## src/rtl/opsum_ppu.sv

```systemverilog
// opsum_ppu: requantizes PE-array opsums to int8, packs four results per
// 32-bit word and writes the words to the GLB at consecutive addresses.
// Optional feature macro: OPSUM_PPU_RELU_EN (runtime ReLU via cfg_relu).
`ifndef DATA_BITS
`define DATA_BITS 32
`endif

module opsum_ppu #(
   parameter int DATA_SIZE = `DATA_BITS,
   parameter int ADDR_SIZE = 32
) (
   input  logic                 clk,
   input  logic                 rst,
   input  logic                 start,
   input  logic [15:0]          cfg_total,
   input  logic [ADDR_SIZE-1:0] cfg_base_addr,
   input  logic [15:0]          cfg_scale,
   input  logic [4:0]           cfg_shift,
   input  logic [7:0]           cfg_zp,
   input  logic                 cfg_relu,
   input  logic                 opsum_valid,
   output logic                 opsum_ready,
   input  logic [DATA_SIZE-1:0] opsum_data,
   output logic                 glb_wvalid,
   input  logic                 glb_wready,
   output logic [ADDR_SIZE-1:0] glb_addr,
   output logic [31:0]          glb_wdata,
   output logic [3:0]           glb_wstrb,
   output logic                 busy,
   output logic                 done
);

   typedef enum logic [1:0] {
      S_IDLE  = 2'd0,
      S_RUN   = 2'd1,
      S_FLUSH = 2'd2,
      S_DONE  = 2'd3
   } state_t;

   state_t                r_state;
   logic [15:0]           r_total;
   logic [15:0]           r_scale;
   logic [4:0]            r_shift;
   logic signed [7:0]     r_zp;
   logic [15:0]           r_acc_cnt;
   logic [15:0]           r_elem_cnt;
   logic                  r_busy;
   logic                  r_done;
   logic                  r_s1_valid;
   logic signed [47:0]    r_s1_prod;
   logic [31:0]           r_pack;
   logic [3:0]            r_pack_strb;
   logic                  r_wvalid;
   logic [ADDR_SIZE-1:0]  r_addr;
   logic [31:0]           r_wdata;
   logic [3:0]            r_wstrb;
   logic                  r_out_last;
`ifdef OPSUM_PPU_RELU_EN
   logic                  r_relu;
`else
   logic                  w_unused_relu;
   assign w_unused_relu = cfg_relu;
`endif

   logic                  w_start;
   logic                  w_hs;
   logic                  w_adv;
   logic                  w_xfer;
   logic signed [47:0]    w_op_ext;
   logic signed [47:0]    w_scale_ext;
   logic signed [47:0]    w_prod;
   logic signed [48:0]    w_round;
   logic signed [48:0]    w_shifted;
   logic signed [48:0]    w_relu;
   logic signed [49:0]    w_biased;
   logic [7:0]            w_byte;
   logic [1:0]            w_lane;
   logic                  w_s2_last;
   logic [31:0]           w_word;
   logic [3:0]            w_word_strb;

   // The whole pipeline only moves when the output register can take a word.
   assign w_start     = (r_state == S_IDLE) && start;
   assign w_hs        = r_wvalid && glb_wready;
   assign w_adv       = !r_wvalid || glb_wready;
   assign opsum_ready = (r_state == S_RUN) && (r_acc_cnt < r_total) && w_adv;
   assign w_xfer      = opsum_valid && opsum_ready;

   assign w_op_ext    = {{(48-DATA_SIZE){opsum_data[DATA_SIZE-1]}}, opsum_data};
   assign w_scale_ext = {32'd0, r_scale};
   assign w_prod      = w_op_ext * w_scale_ext;

   assign glb_wvalid  = r_wvalid;
   assign glb_addr    = r_addr;
   assign glb_wdata   = r_wdata;
   assign glb_wstrb   = r_wstrb;
   assign busy        = r_busy;
   assign done        = r_done;

   // Stage 2: round, shift, optional ReLU, zero-point add, saturate and merge into the pack word.
   always_comb begin
      w_round = '0;
      if (r_shift != 5'd0) begin
         w_round = 49'sd1 <<< (r_shift - 5'd1);
      end else begin
         w_round = '0;
      end
      w_shifted = ($signed({r_s1_prod[47], r_s1_prod}) + w_round) >>> r_shift;
`ifdef OPSUM_PPU_RELU_EN
      if (r_relu && (w_shifted < 49'sd0)) begin
         w_relu = '0;
      end else begin
         w_relu = w_shifted;
      end
`else
      w_relu = w_shifted;
`endif
      w_biased = {w_relu[48], w_relu} + {{42{r_zp[7]}}, r_zp};
      if (w_biased > 50'sd127) begin
         w_byte = 8'h7F;
      end else if (w_biased < -50'sd128) begin
         w_byte = 8'h80;
      end else begin
         w_byte = w_biased[7:0];
      end
      w_lane      = r_elem_cnt[1:0];
      w_s2_last   = (r_elem_cnt == (r_total - 16'd1));
      w_word      = r_pack;
      w_word_strb = r_pack_strb | (4'd1 << w_lane);
      case (w_lane)
         2'd0:    w_word[7:0]   = w_byte;
         2'd1:    w_word[15:8]  = w_byte;
         2'd2:    w_word[23:16] = w_byte;
         2'd3:    w_word[31:24] = w_byte;
         default: w_word        = r_pack;
      endcase
   end

   // Job control FSM: captures the configuration on start and sequences RUN/FLUSH/DONE.
   always_ff @(posedge clk or posedge rst) begin
      if (rst) begin
         r_state   <= S_IDLE;
         r_total   <= 16'd0;
         r_scale   <= 16'd0;
         r_shift   <= 5'd0;
         r_zp      <= 8'sd0;
         r_acc_cnt <= 16'd0;
         r_busy    <= 1'b0;
         r_done    <= 1'b0;
`ifdef OPSUM_PPU_RELU_EN
         r_relu    <= 1'b0;
`endif
      end else begin
         case (r_state)
            S_IDLE: begin
               r_done <= 1'b0;
               if (start) begin
                  r_total   <= cfg_total;
                  r_scale   <= cfg_scale;
                  r_shift   <= cfg_shift;
                  r_zp      <= cfg_zp;
                  r_acc_cnt <= 16'd0;
`ifdef OPSUM_PPU_RELU_EN
                  r_relu    <= cfg_relu;
`endif
                  if (cfg_total != 16'd0) begin
                     r_state <= S_RUN;
                     r_busy  <= 1'b1;
                  end else begin
                     r_state <= S_DONE;
                     r_done  <= 1'b1;
                  end
               end
            end
            S_RUN: begin
               if (w_xfer) begin
                  r_acc_cnt <= r_acc_cnt + 16'd1;
                  if (r_acc_cnt == (r_total - 16'd1)) begin
                     r_state <= S_FLUSH;
                  end
               end
            end
            S_FLUSH: begin
               if (w_hs && r_out_last) begin
                  r_state <= S_DONE;
                  r_busy  <= 1'b0;
                  r_done  <= 1'b1;
               end
            end
            S_DONE: begin
               r_state <= S_IDLE;
               r_done  <= 1'b0;
            end
            default: begin
               r_state <= S_IDLE;
               r_busy  <= 1'b0;
               r_done  <= 1'b0;
            end
         endcase
      end
   end

   // Datapath: multiply stage, lane packing and the held-until-accepted output word.
   always_ff @(posedge clk or posedge rst) begin
      if (rst) begin
         r_s1_valid  <= 1'b0;
         r_s1_prod   <= 48'sd0;
         r_elem_cnt  <= 16'd0;
         r_pack      <= 32'd0;
         r_pack_strb <= 4'd0;
         r_wvalid    <= 1'b0;
         r_addr      <= '0;
         r_wdata     <= 32'd0;
         r_wstrb     <= 4'd0;
         r_out_last  <= 1'b0;
      end else if (w_start) begin
         r_s1_valid  <= 1'b0;
         r_elem_cnt  <= 16'd0;
         r_pack      <= 32'd0;
         r_pack_strb <= 4'd0;
         r_wvalid    <= 1'b0;
         r_addr      <= cfg_base_addr;
         r_out_last  <= 1'b0;
      end else begin
         if (w_hs) begin
            r_wvalid <= 1'b0;
            r_addr   <= r_addr + ADDR_SIZE'(4);
         end
         if (w_adv) begin
            r_s1_valid <= w_xfer;
            r_s1_prod  <= w_prod;
            if (r_s1_valid) begin
               r_elem_cnt <= r_elem_cnt + 16'd1;
               if ((w_lane == 2'd3) || w_s2_last) begin
                  r_wvalid    <= 1'b1;
                  r_wdata     <= w_word;
                  r_wstrb     <= w_word_strb;
                  r_out_last  <= w_s2_last;
                  r_pack      <= 32'd0;
                  r_pack_strb <= 4'd0;
               end else begin
                  r_pack      <= w_word;
                  r_pack_strb <= w_word_strb;
               end
            end
         end
      end
   end

endmodule

```

## config.mk

```make
export PLATFORM = sky130hd
export DESIGN_NAME = opsum_ppu
export DESIGN_NICKNAME = d
export VERILOG_FILES = /design/src/rtl/opsum_ppu.sv
export SDC_FILE = /design/constraint.sdc
export NUM_CORES = 2
export LEC_CHECK = 0
export CAP_MARGIN = 20
export CORE_UTILIZATION = 65
export DETAILED_ROUTE_END_ITERATION = 10
export PLACE_DENSITY_LB_ADDON = 0.05
export SYNTH_ARGS = -nofsm -noshare
export SYNTH_HDL_FRONTEND = slang
export SYNTH_SLANG_ARGS = --single-unit
```

## constraint.sdc

```tcl
create_clock -name clk -period 16.6 [get_ports clk]
set_input_delay 3.32 -clock clk [delete_from_list [all_inputs] [get_ports clk]]
set_output_delay 3.32 -clock clk [all_outputs]
set_load 0.005 [all_outputs]
```

==> results.yml <==
timing:
  fin_skew_ns: 0.04561
  worst_slack_ns: 4.801
  tightest_slew_ns: 1.265
  hold_viol: 0
  drv_slew: 0
  max-slew-margin-rel_pct: 13.47
  setup_viol: 0
  rsz0062_at_grt: "no"
  max_freq_mhz: 84.75
  tns_ns: 0
  period_share_pct: 71.08
  period_needed_ns: 11.80
synth:
  syn_inst: 4628
  syn-num-nets: 5452
  synth_area_leader_cell: "fa_1"
  synth_top_area_share_pct: 25.35
  synthFlopType: "dfrtp_1"
  synthArstFlopShare_pct: 100.0
  synth_edf_count: 0
  synth_area_leaders: "fa_1, dfrtp_1, ha_1"
  syn_area_um2: 38380
  avgSynthCellArea_um2: 8.293
  yosysSeqAreaShare_pct: 15.39
  yosys_warnings: 0
  yosysUniqueCellTypes: 86
  synth_seq_cells: 236
status:
  outcome: "finished, final reports clean"
placed_design:
  numPlacedInstances: 5382
  hpwl_mm: 80.32
  place_congestion: 1.041
  post-place-ws_ns: 5.170
  port_buffers: 185
cells_and_area:
  area_growth_pct: 9.024
  mostFrequentLayoutCells: "nand2_1, inv_1, fa_1, o21ai_0, and2_1"
  drive_above_1_share_pct: 4.275
  final_common_cell: "nand2_1"
  fin_cells: 5443
  post-route-util_pct: 72.11
  antennaDiodeCount: 0
  fin_nets: 5478
  fillCellCount: 4632
global_routing:
  grt_pass1_wl_mm: 173.8
  grt_max_degree: 98
  overflow: 0
  antenna_found_initial: 1
  grt_pass1_vias: 33720
  grt_use_total_pct: 35.97
setup_path:
  worst-path-max-fanout: 54
  start_kind: "flop"
  required_ns: 17.09
  end_kind: "flop"
  crit_path_top_delay_cell: "a2111oi_0"
  critPathArrivalTime_ns: 12.29
  slowest_delay_ns: 1.03
  crit_type: "flop to flop"
clock_tree:
  cts-resized-gates: 0
  clk_transition_reported_paths_ns: 0.06
  post_cts_buffers: 0
  cts.path.max_buffers: 3
  cts.sinks: 236
  cts-root-buf: "clkbuf_16"
  cts_hold_buf: 0
  cts_tree: "done"
  cts_buffers: 30
  cts_max_level: 1
  worstSkewPairLatency_ns: 0.62
floorplan:
  fp-row-count: 88
  start_util_pct: 66.14
  dieArea_um2: 60020
  die_w_um: 245.0
  coreArea_um2: 58030
  die_h_um: 245.0
  pin_count: 187
route:
  first_pass_iters: 7
  wire_per_inst_um: 19.32
  drc: 0
  ant_nets: 0
  num_vias: 33700
  vias_per_cell: 6.191
  finalWirelength_mm: 105.2
  dr.first_iter.drc_count: 3093
run:
  cap_violations: 0
min_path:
  hold_path_class: "flop to flop"
layout make-up:
class / count / area (um^2) / area share (%)
flip-flops and latches: 236 / 5909 / 14.12
clock inverters: 17 / 256.5 / 0.6130
repair buffers: 229 / 2290 / 5.472
well taps: 765 / 957.2 / 2.288
multi-input cells: 3552 / 29330 / 70.09
clock buffers: 39 / 824.5 / 1.971
inverters: 605 / 2278 / 5.445
critical path, delay by kind of cell, from the launching register on:
| family | cells | cell delay [ns] |
|---|---|---|
| AOI/OAI and AO/OA | 14 | 5.36 |
| adders and majority gates | 3 | 0.92 |
| buffers and inverters | 4 | 1.02 |
| DFF | 1 | 0.38 |
| muxes | 2 | 0.67 |
| and+or+nand+nor | 10 | 3.26 |
worst paths after layout:
| path | from | endpoint | slack (ns) | cells past startpoint |
|---|---|---|---|---|
| max | r_shift[1]$_DFFE_PP0P_ | glb_wdata[2]$_DFFE_PP0P_ | 4.80 | 33 |
| min | glb_wstrb[2]$_DFFE_PP0P_ | glb_wstrb[2]$_DFFE_PP0P_ | 0.47 | 2 |
| max reg2reg | r_shift[1]$_DFFE_PP0P_ | glb_wdata[2]$_DFFE_PP0P_ | 4.80 | 33 |
| min reg2reg | glb_wstrb[2]$_DFFE_PP0P_ | glb_wstrb[2]$_DFFE_PP0P_ | 0.47 | 2 |
| max in group asynchronous | rst | r_s1_prod[11]$_DFFE_PP0P_ | 11.52 | 4 |
| min in group asynchronous | rst | glb_addr[1]$_DFFE_PP0P_ | 3.20 | 2 |
sequential cells by signal (all words and copies together) (netlist names), 5 cells and up:
signal      cells
r_elem_cnt     16
r_shift         5
r_s1_prod      48
r_total        16
glb_wdata      32
r_scale        16
r_pack         32
r_acc_cnt      16
glb_addr       32
r_zp            8
metal layers:
layer,track usage [%],wire (um)
met5,0,0
met4,11.23,3500
met3,5.215,8028
met2,58.61,48980
met1,49.72,44650
metrics by stage:
stage,instance area (um^2),hold WS [ns]
final,41840,0.4676
after detailed placement,40620,0.4570
after CTS,41700,0.4713
after global placement,40610,0.4576
after global routing,41840,0.4864
after floorplan,38380,0.4453
logic make-up after synthesis:
family          share of synthesized area (%)
compound gates                          15.07
xor+xnor                                4.587
fa+ha+maj                               32.62
buf+inv                                 8.242
flops                                   15.39
mux                                     4.108
other cells                          0.009771
simple gates                            19.98
Yosys cell counts, types with 20 or more instances:
master	instances
nand2_1	730
inv_1	604
fa_1	486
o21ai_0	245
and2_1	241
nor2_1	237
dfrtp_1	236
ha_1	223
clkbuf_1	207
a21oi_1	195
xnor2_1	115
nand3_1	94
xor2_1	86
nor3_1	74
mux2i_1	72
a211oi_1	70
a21o_1	62
nand4_1	53
mux2_2	36
and3_1	34
o211ai_1	34
o21a_1	31
nor4_1	30
a31oi_1	28
or3_1	27
buf_1	22
nand2b_1	21
nor2b_1	21
o21bai_1	21
mux4_2	20
o31ai_1	20
Power is not shown: default switching activity piles up to over one toggle a cycle in this logic, so the estimate is an artifact.
